$ cat config.mk
export PLATFORM = sky130hd
export DESIGN_NAME = vlog_shift_accum
export DESIGN_NICKNAME = d
export VERILOG_FILES = /design/src/rtl/vlog_shift_accum_pkg.sv /design/src/rtl/vlog_shift_accum_lane.sv /design/src/rtl/vlog_shift_accum.sv
export SDC_FILE = /design/constraint.sdc
export NUM_CORES = 1
export LEC_CHECK = 0
export CORE_MARGIN = 2
export CORE_UTILIZATION = 62
export CTS_BUF_LIST = sky130_fd_sc_hd__clkbuf_16
export DETAILED_ROUTE_END_ITERATION = 6
export PLACE_DENSITY = 0.87
export SYNTH_ARGS = -nofsm -noshare
export SYNTH_HDL_FRONTEND = slang
export SYNTH_HIERARCHICAL = 1
export SYNTH_SLANG_ARGS = --single-unit
$ cat constraint.sdc
create_clock -name clk -period 4.9 [get_ports clk]
set_input_delay 0.49 -clock clk [delete_from_list [all_inputs] [get_ports clk]]
set_output_delay 0.49 -clock clk [all_outputs]
set_load 0.01 [all_outputs]
$ cat src/rtl/vlog_shift_accum_pkg.sv
// Shared types and the shift helper for the multi-lane shift-accumulate engine.
// Saturating arithmetic is enabled with the macro VLOG_SHACC_SAT_EN.
package vlog_shacc_pkg;

  typedef enum logic [1:0] {SLL = 2'b00, SRL = 2'b01, SRA = 2'b10, SLA = 2'b11} shacc_mode_t;
  typedef enum logic [1:0] {IDLE = 2'b00, RUN = 2'b01, DONE = 2'b10} shacc_state_t;

  // Widest lane operand the shift helper can handle.
  localparam int unsigned SHACC_MAXW = 64;

  // Shift a w-bit operand held zero-extended in x. The caller truncates to w bits.
  // For SRA the operand is sign-extended from bit w-1 first, so the MSB replicates.
  function automatic logic [SHACC_MAXW-1:0] shacc_shift(input logic [SHACC_MAXW-1:0] x,
                                                        input int unsigned amt,
                                                        input shacc_mode_t mode,
                                                        input int unsigned w);
    logic [SHACC_MAXW-1:0] xs;
    logic [SHACC_MAXW-1:0] r;
    xs = x;
    if (x[w-1]) xs = x | ({SHACC_MAXW{1'b1}} << w);
    case (mode)
      SLL, SLA: r = x << amt;
      SRL:      r = x >> amt;
      default:  r = SHACC_MAXW'($signed(xs) >>> amt);
    endcase
    return r;
  endfunction

endpackage

$ cat src/rtl/vlog_shift_accum_lane.sv
// One lane of the shift-accumulate engine: operand, accumulator and sticky
// saturation flag. The sat port only exists when VLOG_SHACC_SAT_EN is defined.
module vlog_shacc_lane
  import vlog_shacc_pkg::*;
#(
  parameter int WIDTH = 8,
  parameter int ACCW  = 12,
  parameter int AMTW  = 3
) (
  input  logic              clk,
  input  logic              rst,
  input  logic              load_i,
  input  logic              step_i,
  input  logic [WIDTH-1:0]  data_i,
  input  logic [AMTW-1:0]   amt_i,
  input  shacc_mode_t       mode_i,
  output logic [ACCW-1:0]   acc_o
`ifdef VLOG_SHACC_SAT_EN
  ,output logic             sat_o
`endif
);

  logic [WIDTH-1:0] x_q, x_d;
  logic [ACCW-1:0]  acc_q, acc_d;
  logic [ACCW-1:0]  ext;
  logic             sgn;
`ifdef VLOG_SHACC_SAT_EN
  logic [ACCW:0]    sum;
  logic             ovf;
  logic             sat_q;
`endif

  // Next operand, extended addend and next accumulator (wrapping or clamping).
  always_comb begin
    sgn = (mode_i == SRA) || (mode_i == SLA);
    if (sgn) ext = ACCW'($signed(x_q));
    else     ext = ACCW'(x_q);
    x_d = WIDTH'(shacc_shift(SHACC_MAXW'(x_q), 32'(amt_i), mode_i, WIDTH));
`ifdef VLOG_SHACC_SAT_EN
    sum   = {1'b0, acc_q} + {1'b0, ext};
    acc_d = sum[ACCW-1:0];
    ovf   = 1'b0;
    if (sgn) begin
      // Signed overflow: operands agree in sign but the result does not.
      ovf = (acc_q[ACCW-1] == ext[ACCW-1]) && (sum[ACCW-1] != acc_q[ACCW-1]);
      if (ovf) acc_d = acc_q[ACCW-1] ? {1'b1, {(ACCW-1){1'b0}}} : {1'b0, {(ACCW-1){1'b1}}};
    end else begin
      ovf = sum[ACCW];
      if (ovf) acc_d = '1;
    end
`else
    acc_d = acc_q + ext;
`endif
  end

  // Load on accept, step once per RUN cycle.
  always_ff @(posedge clk or posedge rst) begin
    if (rst) begin
      x_q   <= '0;
      acc_q <= '0;
`ifdef VLOG_SHACC_SAT_EN
      sat_q <= 1'b0;
`endif
    end else if (load_i) begin
      x_q   <= data_i;
      acc_q <= '0;
`ifdef VLOG_SHACC_SAT_EN
      sat_q <= 1'b0;
`endif
    end else if (step_i) begin
      x_q   <= x_d;
      acc_q <= acc_d;
`ifdef VLOG_SHACC_SAT_EN
      sat_q <= sat_q | ovf;
`endif
    end
  end

  assign acc_o = acc_q;
`ifdef VLOG_SHACC_SAT_EN
  assign sat_o = sat_q;
`endif

endmodule

$ cat src/rtl/vlog_shift_accum.sv
// Multi-lane shift-and-accumulate engine with valid/ready on both sides.
// One FSM, iteration counter and latched mode/amt shared by all lanes.
// Define VLOG_SHACC_SAT_EN for saturating adds and the out_sat port.
module vlog_shift_accum
  import vlog_shacc_pkg::*;
#(
  parameter int WIDTH = 8,
  parameter int LANES = 2,
  parameter int ACCW  = 12,
  parameter int CNTW  = 5
) (
  input  logic                      clk,
  input  logic                      rst,
  input  logic                      in_valid,
  output logic                      in_ready,
  input  logic [LANES*WIDTH-1:0]    in_data,
  input  logic [$clog2(WIDTH)-1:0]  in_amt,
  input  logic [1:0]                in_mode,
  input  logic [CNTW-1:0]           in_count,
  output logic                      out_valid,
  input  logic                      out_ready,
  output logic [LANES*ACCW-1:0]     out_data
`ifdef VLOG_SHACC_SAT_EN
  ,output logic [LANES-1:0]         out_sat
`endif
);

  localparam int AMTW = $clog2(WIDTH);

  shacc_state_t    state_q;
  shacc_mode_t     mode_q;
  logic [AMTW-1:0] amt_q;
  logic [CNTW-1:0] cnt_q;
  logic            in_ready_q;
  logic            out_valid_q;
  logic            load, step;

  assign load = (state_q == IDLE) && in_valid;
  assign step = (state_q == RUN);

  // Control FSM. out_valid rises one cycle after entering DONE so the
  // result appears in_count+1 cycles after the accepting edge.
  always_ff @(posedge clk or posedge rst) begin
    if (rst) begin
      state_q     <= IDLE;
      mode_q      <= SLL;
      amt_q       <= '0;
      cnt_q       <= '0;
      in_ready_q  <= 1'b1;
      out_valid_q <= 1'b0;
    end else begin
      case (state_q)
        IDLE: if (in_valid) begin
          mode_q     <= shacc_mode_t'(in_mode);
          amt_q      <= in_amt;
          cnt_q      <= in_count;
          in_ready_q <= 1'b0;
          if (in_count == '0) state_q <= DONE;
          else                state_q <= RUN;
        end
        RUN: begin
          cnt_q <= cnt_q - CNTW'(1);
          if (cnt_q == CNTW'(1)) state_q <= DONE;
        end
        DONE: begin
          if (!out_valid_q) begin
            out_valid_q <= 1'b1;
          end else if (out_ready) begin
            out_valid_q <= 1'b0;
            in_ready_q  <= 1'b1;
            state_q     <= IDLE;
          end
        end
        default: state_q <= IDLE;
      endcase
    end
  end

  assign in_ready  = in_ready_q;
  assign out_valid = out_valid_q;

  for (genvar l = 0; l < LANES; l++) begin : g_lane
    vlog_shacc_lane #(.WIDTH(WIDTH), .ACCW(ACCW), .AMTW(AMTW)) u_lane (
      .clk    (clk),
      .rst    (rst),
      .load_i (load),
      .step_i (step),
      .data_i (in_data[l*WIDTH +: WIDTH]),
      .amt_i  (amt_q),
      .mode_i (mode_q),
      .acc_o  (out_data[l*ACCW +: ACCW])
`ifdef VLOG_SHACC_SAT_EN
      ,.sat_o (out_sat[l])
`endif
    );
  end

endmodule

==> Word level (Yosys, flattened, before mapping) <==
Index checks and enable logic that the tools add are counted.
{ "totals": {"reg_bits": 54, "latchBits": 0, "ramBits": 0, "rom_bits": 0, "inputBits": 30, "wordCells": 70, "n_memories": 0} }
{ "classes": {"addsub": 3, "n_mul": 0, "div_mod_pow": 0, "n_lt_le_gt_ge": 0, "n_eq_ne": 10, "shifts": 6, "mux": 28, "bitwise_logic": 0, "n_reduce_logical": 13} }
{ "ops": {"columns": ["cell", "n"], "rows": [
  ["2-to-1 mux 64 bit", 2],
  [">>> shifter 64 x 3 -> 8 bit", 2],
  ["2-to-1 mux 12 bit", 6],
  ["2-to-1 mux 8 bit", 4],
  ["case mux 8 bit (2 select lines)", 2],
  ["adder 12 bit", 2],
  ["left shift 8 x 3 -> 8 bit", 2],
  ["right shift 8 x 3 -> 8 bit", 2],
  ["2-to-1 mux 2 bit", 5],
  ["case mux 5 bit (2 select lines)", 1],
  ["inequality test 2 bit, second input constant", 4],
  ["AND reduction 4 bit", 2],
  ["equality test 2 bit, second input constant", 3],
  ["case mux 2 bit (3 select lines)", 1],
  ["nonzero test 2 bit", 3],
  ["equality test 5 x 1 -> 1 bit, second input constant", 1],
  ["zero test 5 bit", 1],
  ["2-to-1 mux 1 bit", 5],
  ["2-to-1 mux 5 bit", 1],
  ["subtractor 5 x 1 -> 5 bit, second input constant", 1],
  ["equality test 2 x 1 -> 1 bit, second input constant", 2],
  ["zero test 2 bit", 2],
  ["AND reduction 2 bit", 2],
  ["case mux 1 bit (2 select lines)", 1],
  ["3 further kinds", 3]
]} }

==> Depth between registers and ports, before layout <==
Gate-level depths: netlist of run 1.
{ "depth": {"depth_word": 6, "depth_mapped": 12, "depth_no_buf": 11} }

==> Modules after synthesis <==
Netlist of run 1, hierarchy kept.
{ "by_module_without_submodules": {"columns": ["mod", "instances", "cells_per_inst", "area_each_um2", "seq_area_each_um2"], "rows": [
  ["vlog_shacc_lane at g_lane[1].u_lane", 1, 249, 2073.2, 500.5],
  ["vlog_shacc_lane at g_lane[0].u_lane", 1, 239, 1989.4, 500.5],
  ["vlog_shift_accum", 1, 68, 726.9, 351.6]
]} }

==> Worst setup path before layout of run 1 <==
OpenSTA, ideal clock, no wires.
{ "synth_path": {"path_type": "flip-flop to flip-flop", "from": "register mode_q[0]", "to": "register g_lane[0].u_lane.acc_q[11]", "setup_ps": 125, "arrival_time_ps": 2484, "required_time_ps": 4775, "slack_ps": 2291, "path_stages_with_launch": 12, "path_buffers": 0, "cell_sequence": "dfrtp_1 > inv_1 > ha_1 > o21ai_0 > inv_1 > ha_1 > a21o_1 > a21o_1 > a21oi_1 > a21oi_1 > nor3b_2 > mux2_4"} }
{ "synth_via": {"elab_chain_len": 6} }
{ "synth_rtl": {"columns": ["element", "line", "text"], "rows": [
  ["start: declaration", "vlog_shift_accum.sv:31", "shacc_mode_t mode_q;"],
  ["start signal: assignment", "vlog_shift_accum.sv:54", "mode_q <= shacc_mode_t'(in_mode);"],
  ["equality test 2 bit", "vlog_shift_accum_lane.sv:35", "sgn = (mode_i == SRA) || (mode_i == SLA);"],
  ["logical OR 1 bit (*)", "vlog_shift_accum_lane.sv:35", null],
  ["2-to-1 mux 12 bit (*)", "vlog_shift_accum_lane.sv:36", "if (sgn) ext = ACCW'($signed(x_q));"],
  ["adder 12 bit (*)", "vlog_shift_accum_lane.sv:52", "acc_d = acc_q + ext;"],
  ["2-to-1 mux 12 bit (*)", "vlog_shift_accum_lane.sv:70", "end else if (step_i) begin"],
  ["2-to-1 mux 12 bit (*)", "vlog_shift_accum_lane.sv:64", "end else if (load_i) begin"],
  ["end signal: assignment", "vlog_shift_accum_lane.sv:60", "acc_q <= '0;"],
  ["end signal: assignment", "vlog_shift_accum_lane.sv:66", "acc_q <= '0;"],
  ["end signal: assignment", "vlog_shift_accum_lane.sv:72", "acc_q <= acc_d;"],
  ["end: declaration", "vlog_shift_accum_lane.sv:24", "logic [ACCW-1:0] acc_q, acc_d;"]
]} }
Mark *: on every way between the ends. The rest lies on a longest branch, timed or not. The select of a mux whose other input is x is not followed.
A chain may end at the register's enable or synchronous reset.

==> Final worst setup path of run 1 <==
{ "layout_path": {"from": "register mode_q[0]", "to": "register g_lane[1].u_lane.acc_q[11]"} }
{ "layout_via": {"elab_chain_len": 6} }
{ "layout_rtl": {"columns": ["element", "line"], "rows": [
  ["equality test 2 bit", "vlog_shift_accum_lane.sv:35"],
  ["logical OR 1 bit (*)", "vlog_shift_accum_lane.sv:35"],
  ["2-to-1 mux 12 bit (*)", "vlog_shift_accum_lane.sv:36"],
  ["adder 12 bit (*)", "vlog_shift_accum_lane.sv:52"],
  ["2-to-1 mux 12 bit (*)", "vlog_shift_accum_lane.sv:70"],
  ["2-to-1 mux 12 bit (*)", "vlog_shift_accum_lane.sv:64"],
  ["end signal: assignment", "vlog_shift_accum_lane.sv:60"],
  ["end signal: assignment", "vlog_shift_accum_lane.sv:66"],
  ["end signal: assignment", "vlog_shift_accum_lane.sv:72"],
  ["end: declaration", "vlog_shift_accum_lane.sv:24"]
]} }
Marks and branches as above.

==> results.md, run 1 <==
- Post-Route Setup TNS: 0 ns
- Most common cell after layout, fill and taps aside: clkdlybuf4s50_1
- Final instance area: between 0.005 and 0.006 mm²
- Crit path launch type: flip-flop
- H-tree depth: 2
- Pre-Repair DR Iteration Count: 5
- Sink Count: 54
- Post-synth ARST share: 1.00
- Tmin final: ~3.1 ns
- Max-cap violations: 0
- Final hold violations: 0
- CP arrival: ~3.3 ns
- First-pass GRT wire length: 19900 µm
- Origin of the worst setup path: mode_q[0]
- Clk buf depth: 2
- Ports: 56
- Row count: 32
- CP Capture Type: flip-flop
- Reg-to-Reg Start: mode_q[0]
- Max Slew Vio Count: 0
- CTS resizes: 0
- Fillers: 594
- Maximum VDD drop: 0.451 mV
- Starting Density: 0.630
- Final WL: about 12000 µm
- Worst slew pin tran: ~0.9 ns
- Cts hold-fix bufs: 0
- Fin crit share: 0.636
- Max Clock Skew: between 0.006 and 0.007 ns
- Placed wire-length estimate: 8750 µm
- ANT cells: 0
- Post-CTS Setup Inserts: 0
- Synth Net Count: just over 600
- Core ar.: 0.00761 mm²
- Synth Register Bits: 54
- Leakage: about 2.4 nW
- Post-route DRC: 0
- Synthesis warning total: 6
- CTS tree: yes
- Synth Cell Area: between 0.004 and 0.005 mm²
- Via count: ~4500
- Worst path required time: just over 5 ns
- Vias per cell: roughly 6.5
- Rel. slew slack: 0.392
- Detail Route Antenna Nets: 0
- Largest net degree at the start of global routing: 46
- Hold Path Class: flip-flop to flip-flop
- Die Wd: ~92 µm
- CP max FO: 14
- Mapped Cells: 556
- Max Clock Freq: approximately 320 MHz
- Post-synth EDFFs: 0
- PwrDens: a little over 800 mW/mm²
- Post-synthesis sequential area ratio: 0.282
- Gr ovfl total: 0
- Nets@finish: 651
- 1st-iter DRT viols: about 340
- Hold_sp: out_valid
- Clk Latency, worst-skew pair: roughly 0.30 ns
- Initial antenna violation count: 0
- Tot Pwr: around 0.0044 W
- Clock slew at reported path FFs: roughly 0.07 ns
- Avg Inst Size Synth: around 8.6 µm²
- Dpl cell area: about 0.0053 mm²
- Layout cells sized above 1: 0.0780
- Synth Flop Type: dfrtp_1
- GPL Wtd Cong: approximately 0.91
- GRT Overall Usage: 0.286
- Unrepaired setup endpoints after global routing: no
- Setup CP Type: flip-flop to flip-flop
- Final setup fails: 0
- Routed wire per std cell: 17.5 µm
- Clock root cell: clkbuf_16
- Vias in the first global route: between 4000 and 5000
- Commonest non-fill, non-tap cells in the layout: clkdlybuf4s50_1, nor2_1, dfrtp_1
- Die height: 91.9 µm
- Status: complete, no violations
- DIE AREA: 0.00844 mm²
- Total CTS buffers: 5
- Port Buffers: 55
- Area delta synth->final: 15.1%
- Netlist cell types: 82
- Final Util: 0.725
[layout make-up]
cell class,instances,area [µm²],area share
clock buffers,5,125,0.0227
clock inverters,3,42.5,0.00772
inverters,30,113,0.0204
multi-input cells,437,3160,0.573
flip-flops and latches,54,1350,0.245
well taps,102,128,0.0232
repair buffers,61,596,0.108
[cells in the mapped netlist, drive strengths merged, types with 11 or more instances]
| library cell | count | area, µm² |
|---|---|---|
| nand2 | 40 | 150 |
| ha | 30 | 375 |
| dfrtp | 53 | 1330 |
| nor2b | 11 | 68.8 |
| mux2i | 34 | 340 |
| nor2 | 56 | 213 |
| mux2 | 13 | 150 |
| nand2b | 14 | 87.6 |
| clkbuf | 15 | 56.3 |
| inv | 29 | 109 |
| o21ai | 47 | 235 |
| a211oi | 14 | 120 |
| a21oi | 41 | 213 |
| buf | 20 | 125 |
[cells by family after synthesis]
logic type / after synthesis / synth area share
AND/OR/NAND/NOR: 173 / 0.182
XOR/XNOR: 7 / 0.0128
multiplexers: 53 / 0.131
buffers and inverters: 65 / 0.0614
adder cells (fa/ha/maj): 32 / 0.0867
flip-flops: 54 / 0.282
AO/OA/AOI/OAI: 172 / 0.243
[registers in the layout, indices dropped and copies added (netlist names)]
register             cells
out_valid                1
in_ready                 1
state_q                  2
amt_q                    3
g_lane.u_lane/x_q       16
mode_q                   2
g_lane.u_lane/acc_o     24
cnt_q                    5
[layer usage]
layer	share of wire	vias to the layer above	global-route usage
met2	0.50	168	0.485
met5	0	-	0
met4	0.010	0	0.0721
met3	0.053	16	0.0378
met1	0.44	2170	0.388
li1	-	2123	-
[critical path, cell delays in order, from the launching register on]
cell and delay (ns):
dfrtp_1 0.45, inv_1 0.09, ha_1 0.44, nor2_1 0.08, nor2_1 0.27, ha_1 0.36
a21oi_1 0.30, o21ai_1 0.15, a211oi_2 0.27, a21oi_2 0.09, mux2i_1 0.17, mux2_1 0.34
[through the flow]
step / cells / hold WS [ns] / setup WS (ns)
6_report: 692 / 0.536 / 1.78
4_1_cts: 692 / 0.539 / 1.82
3_3_place_gp: 684 / 0.505 / 1.98
5_1_grt: 692 / 0.563 / 1.52
2_1_floorplan: 556 / 0.379 / 2.29
3_5_place_dp: 684 / 0.523 / 1.83
[report_power, final]
part / internal (W) / leakage [nW] / total [W] / switching [W]
Clock: 0.000241 / 0.0852 / 0.000411 / 0.000170
Sequential: 0.000675 / 0.656 / 0.00103 / 0.000359
Combinational: 0.00137 / 1.61 / 0.00300 / 0.00163
[final timing paths]
check / to / slack, ns / cells after the start
setup / recovery: g_lane[1].u_lane/acc_o[11] / 1.78 / 11
hold / removal: out_valid / 0.54 / 1
setup reg to reg: g_lane[1].u_lane/acc_o[11] / 1.78 / 11
hold reg to reg: out_valid / 0.54 / 1
max in group asynchronous: g_lane[1].u_lane/x_q[2] / 3.67 / 2
min in group asynchronous: state_q[0] / 0.63 / 2
No activity file was read; power rests on OpenSTA's default activity.
==> run 2, diff against run 1 <==
--- a/config.mk
+++ b/config.mk
@@ -6,10 +6,10 @@
 export NUM_CORES = 1
 export LEC_CHECK = 0
 export CORE_MARGIN = 2
-export CORE_UTILIZATION = 62
+export CORE_UTILIZATION = 52
 export CTS_BUF_LIST = sky130_fd_sc_hd__clkbuf_16
 export DETAILED_ROUTE_END_ITERATION = 6
-export PLACE_DENSITY = 0.87
+export PLACE_DENSITY = 0.78
 export SYNTH_ARGS = -nofsm -noshare
 export SYNTH_HDL_FRONTEND = slang
 export SYNTH_HIERARCHICAL = 1
==> constraint.sdc (replaced) <==
create_clock -name clk -period 2.7 [get_ports clk]
set_input_delay 0.27 -clock clk [delete_from_list [all_inputs] [get_ports clk]]
set_output_delay 0.27 -clock clk [all_outputs]
set_load 0.01 [all_outputs]
==> run 2 against run 1 <==
Hold slack worse by 0.14 ns; routed wire length up 2.6%; critical path type unchanged; final area up 3.0%; clock skew down 0.0035 ns; clock power up 85%; sequential share of layout area down 0.68 points.
==> results.md, run 2 (synthesis gave the netlist of run 1 again) <==
- Status: complete, no violations
- Rel. slew slack: 0.414 (+0.0224)
- Max-cap violations: 0 (unchanged)
- Final hold violations: 0 (unchanged)
- Placed Instances: 706 (+3.2%)
- Die height: 100 µm (+8.8%)
- Max Slew Vio Count: 0 (unchanged)
- Worst Reg2Reg Path Length in Cells: 11 (unchanged)
- Max Clock Freq: 386 MHz (+20%)
- Initial antenna violation count: 0 (unchanged)
- Clock Power Share: 0.092 (about the same)
- Largest register FFs: 24 (unchanged)
- Kind of cell adding the most delay to the critical path: simple AND/OR/NAND/NOR gates
- Leakage: 2.43 nW (+3.0%)
- Most common cell after layout, fill and taps aside: clkdlybuf4s50_1
- Slowest CP cell: dfrtp_2
- Final WL: 12400 µm (+2.6%)
- CP max FO: 6 (-8)
- CP arrival: 2.77 ns (-0.53 ns)
- Core ar.: 0.00906 mm² (+19%)
- DIE AREA: 0.00999 mm² (+18%)
- Hold Path Class: primary input to async pin
- Clk Latency, worst-skew pair: 0.29 ns (about the same)
- PwrDens: 1460 mW/mm² (+82%)
- Placed wire-length estimate: 9040 µm (+3.3%)
- CP Capture Type: flip-flop
- Starting Density: 0.528 (-0.101)
- First-pass GRT wire length: 21000 µm (+5.7%)
- Maximum VDD drop: 0.729 mV (+62%)
- Worst slew pin tran: 0.878 ns (-0.0346 ns)
- Fin crit share: 0.960 (+0.324)
- Vias in the first global route: 4440 (+6.1%)
- Nets@finish: 665 (+2.2%)
- Pre-Repair DR Iteration Count: 6 (+1)
- Max Clock Skew: 0.00337 ns (-0.00347 ns)
- Commonest non-fill, non-tap cells in the layout: clkdlybuf4s50_1, nor2_1, dfrtp_1
- Setup CP Type: flip-flop to flip-flop
- Port Buffers: 55 (unchanged)
- Die Wd: 100 µm (+8.8%)
- Clock root cell: clkbuf_16
- Psw: 0.00400 W (+85%)
- Via count: 4529 (+1.2%)
- Final non-filler cell total: 715 (+3.3%)
- Largest net degree at the start of global routing: 41 (-11%)
- Post-Route Setup TNS: 0 ns (unchanged)
- Final setup fails: 0 (unchanged)
- GPL Wtd Cong: 0.963 (+5.8%)
- Tmin final: 2.59 ns (-0.525 ns)
- Worst R2R Setup Slack: 0.11 ns (-1.68 ns)
- Unrepaired setup endpoints after global routing: no
- P_int: 0.00431 W (+89%)
- GRT Overall Usage: 0.254 (-0.0319)
- Gr ovfl total: 0 (unchanged)
- Post-route DRC: 0 (unchanged)
- Crit path launch type: flip-flop
- Hold WS: 0.398 ns (-0.138 ns)
- Comb pwr share: 0.691 (+0.016)
- CTS tree: yes
- Row count: 35 (+9.4%)
- Switching share of total power: 0.481 (-0.00496)
- Tot Pwr: 0.00832 W (+87%)
- Vias per cell: 6.33 (-2.1%)
- Clk buf depth: 2 (unchanged)
- Critical Path Stages: 11 (unchanged)
- Seq pwr share: 0.218 (-0.015)
- Detail Route Antenna Nets: 0 (unchanged)
- Area delta synth->final: 18.5%
- Sink Count: 54 (unchanged)
- Routed wire per std cell: 17.4 µm (-0.66%)
- 1st-iter DRT viols: 411 (+21%)
- Ports: 56 (unchanged)
- Final Util: 0.626 (-0.0981)
- Worst path required time: 2.88 ns (-2.20 ns)
- Clock slew at reported path FFs: 0.08 ns (about the same)
- H-tree depth: 2 (unchanged)
- Buffers & Inverters on Critical Path: 1 (unchanged)
- ANT cells: 0 (unchanged)
- Ordered cell list for the critical path: inv_1 -> ha_1 -> nor2_1 -> nor2_2 -> ha_1 -> nand3_1 -> nor4_1 -> nor2_1 -> a21oi_2 -> mux2i_1 -> mux2_1
- Layout cells sized above 1: 0.108 (+0.0296)
- CP peak stage delay: 0.42 ns (-0.03 ns)
- Total CTS buffers: 5 (unchanged)
==> run 2: timing repair <==
item                       in CTS  in global routing
gates resized for setup         1                  7
hold buffers                    0                  0
setup endpoints to repair       1                  4
setup buffers                   0                  1
pin swaps                       0                  0
==> run 2: worst register-to-register path: cells and delay by family, from the launching register on <==
| family | cells | cell delay, ns |
|---|---|---|
| simple gates | 5 | 0.72 |
| fa+ha+maj | 2 | 0.59 |
| buf+inv | 1 | 0.06 |
| compound gates | 1 | 0.15 |
| mux | 2 | 0.55 |
| flops | 1 | 0.42 |
==> run 2: path summary, 6_finish.rpt <==
path	start	end
max	mode_q[0]	g_lane[1].u_lane/acc_o[11]
min	rst	amt_q[1]
max reg2reg	mode_q[0]	g_lane[1].u_lane/acc_o[11]
min reg2reg	cnt_q[4]	cnt_q[4]
max in group asynchronous	rst	g_lane[1].u_lane/acc_o[6]
min in group clk	in_data[13]	g_lane[1].u_lane/x_q[5]
==> run 2: power groups by stage <==
| stage | Sequential, W | Combinational, W | Clock [W] |
|---|---|---|---|
| final | 0.00181 | 0.00574 | 0.000762 |
| after detailed placement | 0.00181 | 0.00560 | 0 |
| after floorplan | 0.00164 | 0.00427 | 0 |
| after global routing | 0.00188 | 0.00636 | 0.000805 |
| after CTS | 0.00180 | 0.00564 | 0.000772 |
| after global placement | 0.00179 | 0.00542 | 0 |
==> run 2: cell type report <==
type | count | area, µm²
Fill cell | 769 | 3390
Tap cell | 111 | 139
Inverter | 30 | 113
Timing Repair Buffer | 75 | 726
Multi-Input combinational cell | 437 | 3180
Clock buffer | 5 | 125
Sequential cell | 54 | 1360
Clock inverter | 3 | 42.5
==> run 2: stage by stage <==
stage          worst slack (ns)  cell area (µm²)
6_report                  0.107             5680
5_1_grt                 0.00458             5680
4_1_cts                 0.00810             5650
3_5_place_dp            -0.0427             5480
3_3_place_gp             0.0935             5480
2_1_floorplan            0.0907             4790
==> run 2: metal layers <==
layer | up-vias | wire [µm] | part of all wire | track usage
met5 | - | 0 | 0 | 0
met1 | 2158 | 5400 | 0.44 | 0.338
li1 | 2146 | - | - | -
met3 | 38 | 715 | 0.058 | 0.0355
met4 | 0 | 287 | 0.023 | 0.0780
met2 | 187 | 6000 | 0.48 | 0.431
